<file path="config.mk">
export PLATFORM = sky130hd
export DESIGN_NAME = pipelined_adder
export DESIGN_NICKNAME = d
export VERILOG_FILES = /design/src/rtl/adder_pkg.sv /design/src/rtl/adder_slice.sv /design/src/rtl/fulladder.sv /design/src/rtl/pipelined_adder.sv
export SDC_FILE = /design/constraint.sdc
export NUM_CORES = 1
export LEC_CHECK = 0
export ABC_AREA = 1
export CORE_UTILIZATION = 40
export CTS_BUF_LIST = sky130_fd_sc_hd__clkbuf_4
export CTS_CLUSTER_SIZE = 16
export DETAILED_ROUTE_END_ITERATION = 10
export GPL_TIMING_DRIVEN = 0
export HOLD_SLACK_MARGIN = 0.12
export SYNTH_ARGS = -nofsm -noshare
export SYNTH_HDL_FRONTEND = slang
export SYNTH_SLANG_ARGS = --single-unit
</file>
<file path="constraint.sdc">
create_clock -name clk -period 14.4 [get_ports clk]
set_clock_uncertainty 0.15 [all_clocks]
set_input_delay 2.88 -clock clk [delete_from_list [all_inputs] [get_ports clk]]
set_output_delay 2.88 -clock clk [all_outputs]
set_load 0.05 [all_outputs]
</file>
<file path="src/rtl/adder_pkg.sv">
// rtl/adder_pkg.sv - shared mode constants and parameter check for the pipelined adder
package adder_pkg;

  localparam logic ADD = 1'b0;
  localparam logic SUB = 1'b1;

  function automatic bit width_ok(input int width, input int stages);
    return (stages >= 1) && (width >= stages) && ((width % stages) == 0);
  endfunction

endpackage

</file>
<file path="src/rtl/adder_slice.sv">
// rtl/adder_slice.sv - combinational C-bit ripple adder slice with carry-into-MSB tap
module adder_slice #(
  parameter int C = 8
) (
  input  logic [C-1:0] A,
  input  logic [C-1:0] B,
  input  logic         Pin,
  output logic [C-1:0] S,
  output logic         Pout,
  output logic         Cmsb
);

  // Carry kept per bit rather than in one packed vector so the chain is not a self-referencing signal.
  for (genvar i = 0; i < C; i++) begin : g_bit
    logic ci;
    logic co;
    if (i == 0) begin : g_cin
      assign ci = Pin;
    end else begin : g_cin
      assign ci = g_bit[i-1].co;
    end
    fulladder u_fa (
      .a  (A[i]),
      .b  (B[i]),
      .ci (ci),
      .s  (S[i]),
      .co (co)
    );
  end

  assign Pout = g_bit[C-1].co;
  assign Cmsb = g_bit[C-1].ci;

endmodule

</file>
<file path="src/rtl/fulladder.sv">
// rtl/fulladder.sv - single-bit full adder cell
module fulladder (
  input  logic a,
  input  logic b,
  input  logic ci,
  output logic s,
  output logic co
);

  assign s  = a ^ b ^ ci;
  assign co = (a & b) | (ci & (a ^ b));

endmodule

</file>
<file path="src/rtl/pipelined_adder.sv">
// rtl/pipelined_adder.sv - STAGES-deep pipelined add/subtract with valid/ready handshakes
module pipelined_adder
  import adder_pkg::*;
#(
  parameter int WIDTH  = 32,
  parameter int STAGES = 4
) (
  input  logic             clk,
  input  logic             rst_n,
  input  logic             in_valid,
  output logic             in_ready,
  input  logic [WIDTH-1:0] A,
  input  logic [WIDTH-1:0] B,
  input  logic             Pin,
  input  logic             Sub,
  output logic             out_valid,
  input  logic             out_ready,
  output logic [WIDTH-1:0] S,
  output logic             Pout,
  output logic             Ovf
);

  localparam int C = WIDTH / STAGES;

  if (!width_ok(WIDTH, STAGES)) begin : g_width_check
    $error("pipelined_adder: WIDTH (%0d) must be a positive multiple of STAGES (%0d)", WIDTH, STAGES);
  end

  logic advance;

  // Stage k keeps only the operand bits still to be added and the sum bits already produced.
  for (genvar k = 0; k < STAGES; k++) begin : g_stage
    localparam int LO  = k * C;
    localparam int REM = WIDTH - LO;

    logic [REM-1:0]  a_in;
    logic [REM-1:0]  b_in;
    logic            c_in;
    logic            v_in;
    logic [C-1:0]    sum;
    logic            cout;
    logic [LO+C-1:0] s_d;
    logic [LO+C-1:0] s_q;
    logic            v_q;

    if (k == 0) begin : g_src
      assign a_in = A;
      assign b_in = (Sub == SUB) ? ~B : B;
      assign c_in = (Sub == SUB) ? 1'b1 : Pin;
      assign v_in = in_valid;
      assign s_d  = sum;
    end else begin : g_src
      assign a_in = g_stage[k-1].g_skew.a_q;
      assign b_in = g_stage[k-1].g_skew.b_q;
      assign c_in = g_stage[k-1].g_skew.c_q;
      assign v_in = g_stage[k-1].v_q;
      assign s_d  = {sum, g_stage[k-1].s_q};
    end

    always_ff @(posedge clk) begin
      if (!rst_n) begin
        v_q <= 1'b0;
        s_q <= '0;
      end else if (advance) begin
        v_q <= v_in;
        s_q <= s_d;
      end
    end

    if (k == STAGES - 1) begin : g_tail
      logic cmsb;
      logic pout_q;
      logic ovf_q;

      adder_slice #(.C(C)) u_slice (
        .A    (a_in[C-1:0]),
        .B    (b_in[C-1:0]),
        .Pin  (c_in),
        .S    (sum),
        .Pout (cout),
        .Cmsb (cmsb)
      );

      always_ff @(posedge clk) begin
        if (!rst_n) begin
          pout_q <= 1'b0;
          ovf_q  <= 1'b0;
        end else if (advance) begin
          pout_q <= cout;
          ovf_q  <= cmsb ^ cout;
        end
      end
    end else begin : g_skew
      logic           unused_cmsb;
      logic           c_q;
      logic [REM-C-1:0] a_q;
      logic [REM-C-1:0] b_q;

      adder_slice #(.C(C)) u_slice (
        .A    (a_in[C-1:0]),
        .B    (b_in[C-1:0]),
        .Pin  (c_in),
        .S    (sum),
        .Pout (cout),
        .Cmsb (unused_cmsb)
      );

      always_ff @(posedge clk) begin
        if (advance) begin
          a_q <= a_in[REM-1:C];
          b_q <= b_in[REM-1:C];
          c_q <= cout;
        end
      end
    end
  end

  assign out_valid = g_stage[STAGES-1].v_q;
  assign S         = g_stage[STAGES-1].s_q;
  assign Pout      = g_stage[STAGES-1].g_tail.pout_q;
  assign Ovf       = g_stage[STAGES-1].g_tail.ovf_q;
  assign advance   = !out_valid || out_ready;
  assign in_ready  = advance;

endmodule

</file>
==> results by group <==
Pwr
  • Leakage power: ~3.5 nW
  • Total power: between 1 and 1.5 mW
  • Total power per unit cell area: ~130 nW/um^2
  • Max VDD drop: between 0.05 and 0.06 mV

Synth
  • Main combinational cell family by area after synthesis: simple AND/OR/NAND/NOR gates
  • Synth top area share: 40.9%
  • Ys Warns: 0
  • Synth async-reset ratio: 0%
  • Sequential-to-total area share from yosys stat: 64.5%
  • Syn_area_per_cell: roughly 12 sq um
  • Cell taking the most area after synthesis: edfxtp_1
  • Simple-gate share of the synthesized area: 9.44%
  • Synth cell count leaders: 171 x nor2_1, 99 x edfxtp_1, 86 x dfxtp_1
  • Synthesized-area fraction occupied by ao, oa, aoi and oai cells: approximately 8.6%
  • Xor/xnor share of the synthesized area: 3.85%
  • Post-synth EDFFs: 99
  • Synthesized net count: 695
  • Multiplexer share of the synthesized area: 0%
  • Top-count cell post-synth: nor2_1
  • Main synth FF type: edfxtp_1
  • Count of different cell masters after synthesis: 16
  • Synth Register Bits: roughly 190
  • Cell area after synthesis: ~7300 sq um
  • Area contributors post-synth: edfxtp_1 41%, dfxtp_1 24%, nor2_1 8.8%
  • Synth Area in Adders: just under 9%
  • Mapped Cells: between 500 and 600

Timing
  • Setup TNS: 0 ps
  • Peak Freq: between 100 and 150 MHz
  • Slew margin rel.: between 60 and 70%
  • Final Max Tran Viols: 0
  • Part of the cycle the worst path needs: about 58%
  • Fin. Hold Viols: 0
  • Unrepaired setup endpoints after global routing: no
  • Final worst setup slack: between 6000 and 7000 ps
  • Final setup viols: 0
  • Measured slew at the worst slew-check pin: 569 ps
  • Min cycle time layout: between 8000 and 9000 ps

Place
  • Hpwl dp: 9490 um
  • PortBufs: about 100
  • Setup WS pre-CTS: ~6000 ps
  • GPL Wtd Cong: between 0.7 and 0.8

Worst setup path
  • Critical path arrival: approximately 5300 ps
  • Most common cell on crit path: clkdlybuf4s50_1
  • CP endpoint kind: primary output
  • Kind of critical path: in -> out
  • CP Launch Type: input port
  • Critical-path cell list: clkdlybuf4s50_1, inv_1, nand2_1, buf_4, buf_16, clkdlybuf4s50_1
  • Required @ worst endpoint: roughly 11,000 ps
  • CP top delay family: buffers and inverters
  • CP max stage cell: clkdlybuf4s50_1
  • CP max stage delay: around 870 ps
  • CP max FO: 67
  • Buffers and inverters on the worst path: 5
  • Worst Reg-to-Reg Cells: 16
  • Critical path depth in cells: 6

Routing
  • DR vias/cell: approximately 4.4
  • Drt wl/cell: about 13 um
  • Routed vias: roughly 4,200
  • WL final: roughly 13,000 um
  • DR iter-0 viols: roughly 250
  • DRT antenna net count: 0
  • Residual DRC: 0
  • Initial DRT Pass Iterations: 4

CTS
  • Worst-path clk slew: roughly 150 ps
  • Clock insertion delay at the later pin of the skew report: 570 ps
  • Quantity of hold-fixing buffers added after cts: 0
  • Root Buffer Master: clkbuf_4
  • CTS tree: done
  • Post-cts sizing count: 0
  • Htree depth: 4
  • Post-CTS setup buffers: 0
  • Num CTS Buffers: 17
  • Clock Path Buffers: 2
  • Clock Sinks: roughly 190

Die
  • DIE WIDTH: 137 um
  • Starting density of the core: between 40% and 50%
  • Die ar.: between 15,000 and 20,000 sq um
  • Core Rows: 48
  • DIE HEIGHT: roughly 140 um
  • Core region area: about 18,000 sq um
  • Boundary Pins: 106

GRT
  • Vias in the first global route: ~4,200
  • Global Route Usage Sum: 15.0%
  • Initial antenna violation count: 1
  • Global-route wire length before repair: just over 20,000 um
  • Largest net degree at the start of global routing: 68
  • Grt total ovfl: 0

Final layout
  • FF+latch area: between 4000 and 5000 sq um
  • Area Overhead vs Synth: 22.3%
  • Fillers: roughly 1,600
  • Share of cells above drive strength 1: around 7.5%
  • Layout Nets: about 820
  • Multi-input logic area: ~2200 sq um
  • Final Core Density: about half

Run status
  • Status: complete, no violations

Worst hold path
  • Depth of the worst hold-timing path: 0
  • Min-Delay Path Class: reg -> reg

Run
  • MaxCap Viol Count: 0
==> area by class of cell <==
| type | count | area share [%] |
|---|---|---|
| well taps | 225 | 3.16 |
| multi-input cells | 328 | 25.1 |
| clock inverters | 15 | 1.60 |
| plain buffers | 31 | 1.86 |
| repair buffers | 105 | 12.0 |
| clock buffers | 17 | 1.43 |
| diodes | 1 | 0.0281 |
| flip-flops and latches | 185 | 52.7 |
| inverters | 49 | 2.07 |
==> kinds of logic after synthesis <==
kind of cell             after synthesis
flip-flops                           185
AND/OR/NAND/NOR                      180
XOR/XNOR                              32
buffers and inverters                 80
AO/OA/AOI/OAI                         84
adder cells (fa/ha/maj)               32
==> layout by cell type (no fill, tap or decap), drive strengths merged <==
master         netlist  layout
nand2                7       7
clkdlybuf4s50        0     104
xor2                25      25
clkinv               0       3
fa                  32      32
xnor2                7       7
clkinvlp             0       5
buf                 19      20
diode                0       1
inv                 49      55
nand3b               1       1
edfxtp              99      99
nor2               172     172
o21bai              83      83
clkbuf              12      29
a21oi                1       1
dfxtp               86      86
bufinv               0       1
==> worst paths after layout <==
| path | to | slack, ps | startpoint |
|---|---|---|---|
| max reg2reg | Ovf | 9950 | g_stage[2].g_skew.c_q |
| min | g_stage[1].g_skew.b_q[4] | 260 | g_stage[0].g_skew.b_q[12] |
| max | in_ready | 6030 | out_ready |
| min reg2reg | g_stage[1].g_skew.b_q[4] | 260 | g_stage[0].g_skew.b_q[12] |
==> worst reg2reg max path: stages, from the launching register on <==
cell and delay, ps:
edfxtp_1 430, fa_1 470, fa_1 480, fa_1 460, fa_1 460, fa_1 440, inv_1 90, fa_1 170
inv_1 60, fa_1 460, inv_1 120, fa_1 200, inv_1 60, nand2_1 60, nand2_1 70, nor2_1 150
nor2_1 60
==> flip-flops by register name, summed over array words and instances, names as in the netlist <==
signal and flops:
g_stage.g_skew.c_q 3, g_stage.g_skew.b_q 48, g_stage.g_skew.a_q 48, S 32
g_stage.s_q 48, g_stage.v_q 3, Pout 1, Ovf 1
out_valid 1
==> power breakdown <==
part	switching [mW]	internal, mW
clock	0.182	0.0890
sequential	0.0282	0.621
combinational	0.128	0.0967
total	0.338	0.807
==> per-stage QoR <==
step | cells | cell area [sq um] | hold WS, ps
floorplan | 593 | 7280 | 250
global placement | 922 | 8600 | 252
detailed placement | 923 | 8630 | 255
CTS | 955 | 8900 | 265
global route | 956 | 8900 | 275
finish | 956 | 8900 | 263
==> layer usage <==
metal / vias to the layer above / part of all wire (%) / global-route usage, %
met5: - / 0 / 0
met2: 80 / 50 / 25.1
li1: 2157 / - / -
met3: 15 / 4.4 / 4.15
met4: 0 / 1.5 / 5.86
met1: 1994 / 44 / 18.3
(Power assumes the default switching activity.)
==> variant (config.mk and constraints unchanged) <==
`WIDTH`: 32 -> 64.
--- a/src/rtl/pipelined_adder.sv
+++ b/src/rtl/pipelined_adder.sv
@@ -2,7 +2,7 @@
 module pipelined_adder
   import adder_pkg::*;
 #(
-  parameter int WIDTH  = 32,
+  parameter int WIDTH  = 64,
   parameter int STAGES = 4
 ) (
   input  logic             clk,
Interface: changed (resized A, B and S); port bits go from 106 to 202. The function was not compared with the original's and may differ.
==> variant against the unedited design <==
Power increased by 120%; wire length increased by 130%; sequential cell count increased by 176; count of clock-buffer cells in the layout increased by 113; cell area increased by 100%; worst setup slack got worse by 1300 ps; core utilization increased by 1.0 points; synthesized area increased by 94%.
==> variant: results (changes against the unedited design) <==
Result of the run = complete, no violations
Number of buffers on the longest clock path = 3 (+1)
Critical path capture point = g_stage[0].s_q[15]
Synth cell types = 19 (+3)
Largest registers in the final layout = g_stage.g_skew.a_q (96), g_stage.g_skew.b_q (96), g_stage.s_q (96)
Overall track demand over capacity in global routing = 0.170 (+0.0201)
Post-detailed-placement half-perimeter wirelength = 20,600 um (+120%)
Setup slack of the most critical reg-to-reg path = 6190 ps (-3760 ps)
Critical Path AT = 10,110 ps (+4770 ps)
Worst slack, placed = 4020 ps (-1980 ps)
Synth area leaders = edfxtp_1, dfxtp_1, fa_1
Ratio of cells with drive above 1 in the final layout = 0.131 (+0.0556)
Via count = 8,581 (+100%)
CTS buffer count = 93 (+76)
Worst vdd rail ir drop = 0.0699 mV (+33%)
Top Family by Delay on Critical Path = adder cells
Number of DRC violations after detailed-routing iteration 0 = 302 (+22%)
Source-to-sink clock delay at the later pin of the worst-skew pair = 750 ps (+180 ps)
Tightest slew margin relative to the limit = 0.393 (-0.228)
Antenna violations before repair = 3 (+2)
Leak Pwr = 7.05 nW (+100%)
Maximum number of pins on one net before global-route repair = 112 (+65%)
# port buffers = 200 (+92%)
Total power per unit cell area = 142 mW/mm^2 (+10%)
Vias in the first global route = 8,978 (+110%)
Net count, final = 1,612 (+97%)
First-pass GRT wire length = 46,100 um (+120%)
Routability Congestion = 0.788 (+12%)
Synthesized instance count = 1,118 (+89%)
Slowest cell delay on critical path = 470 ps (-400 ps)
variant: worst min path at each step:
stage	start	endpoint	slack (ps)	cells after the start
2_1_floorplan	g_stage[0].g_skew.a_q[16]	g_stage[1].g_skew.a_q[0]	250	0
3_3_place_gp	g_stage[1].g_skew.b_q[17]	g_stage[2].g_skew.b_q[1]	250	0
3_5_place_dp	g_stage[0].g_skew.a_q[35]	g_stage[1].g_skew.a_q[19]	250	0
4_1_cts	g_stage[1].g_skew.b_q[25]	g_stage[2].g_skew.b_q[9]	250	0
5_1_grt	g_stage[1].g_skew.b_q[27]	g_stage[2].g_skew.b_q[11]	260	0
6_report	g_stage[1].g_skew.b_q[25]	g_stage[2].g_skew.b_q[9]	250	0
variant: cell families (layout without fill, tap and decap cells):
kind of cell	after synthesis	after routing	synth area share
DFF	361	361	0.649
and+or+nand+nor	340	340	0.0913
AOI/OAI and AO/OA	164	164	0.0869
buffers and inverters	125	496	0.0421
adders and majority gates	64	64	0.0906
xor gates and xnor gates	64	64	0.0397
other	0	3	0
variant: cell type report:
type / instances / area, sq um
fillers: 3075 / 16700
flip-flops and latches: 361 / 9180
multi-input cells: 632 / 4360
repair buffers: 201 / 2030
clock buffers: 130 / 976
well taps: 455 / 569
plain buffers: 61 / 365
inverters: 64 / 240
clock inverters: 40 / 201
diodes: 3 / 7.51
variant: routing by layer:
metal  vias up  GRT usage  routed length [um]
met2       200      0.282               14500
met1      3997      0.205               12400
met3        51     0.0472                1720
met4         0     0.0769                 687
met5         -          0                   0
li1       4333          -                   -
variant: power breakdown:
part	switching (mW)	leakage (nW)	internal [mW]
Combinational	0.245	2.92	0.188
Clock	0.403	0.698	0.440
Sequential	0.0552	3.43	1.22
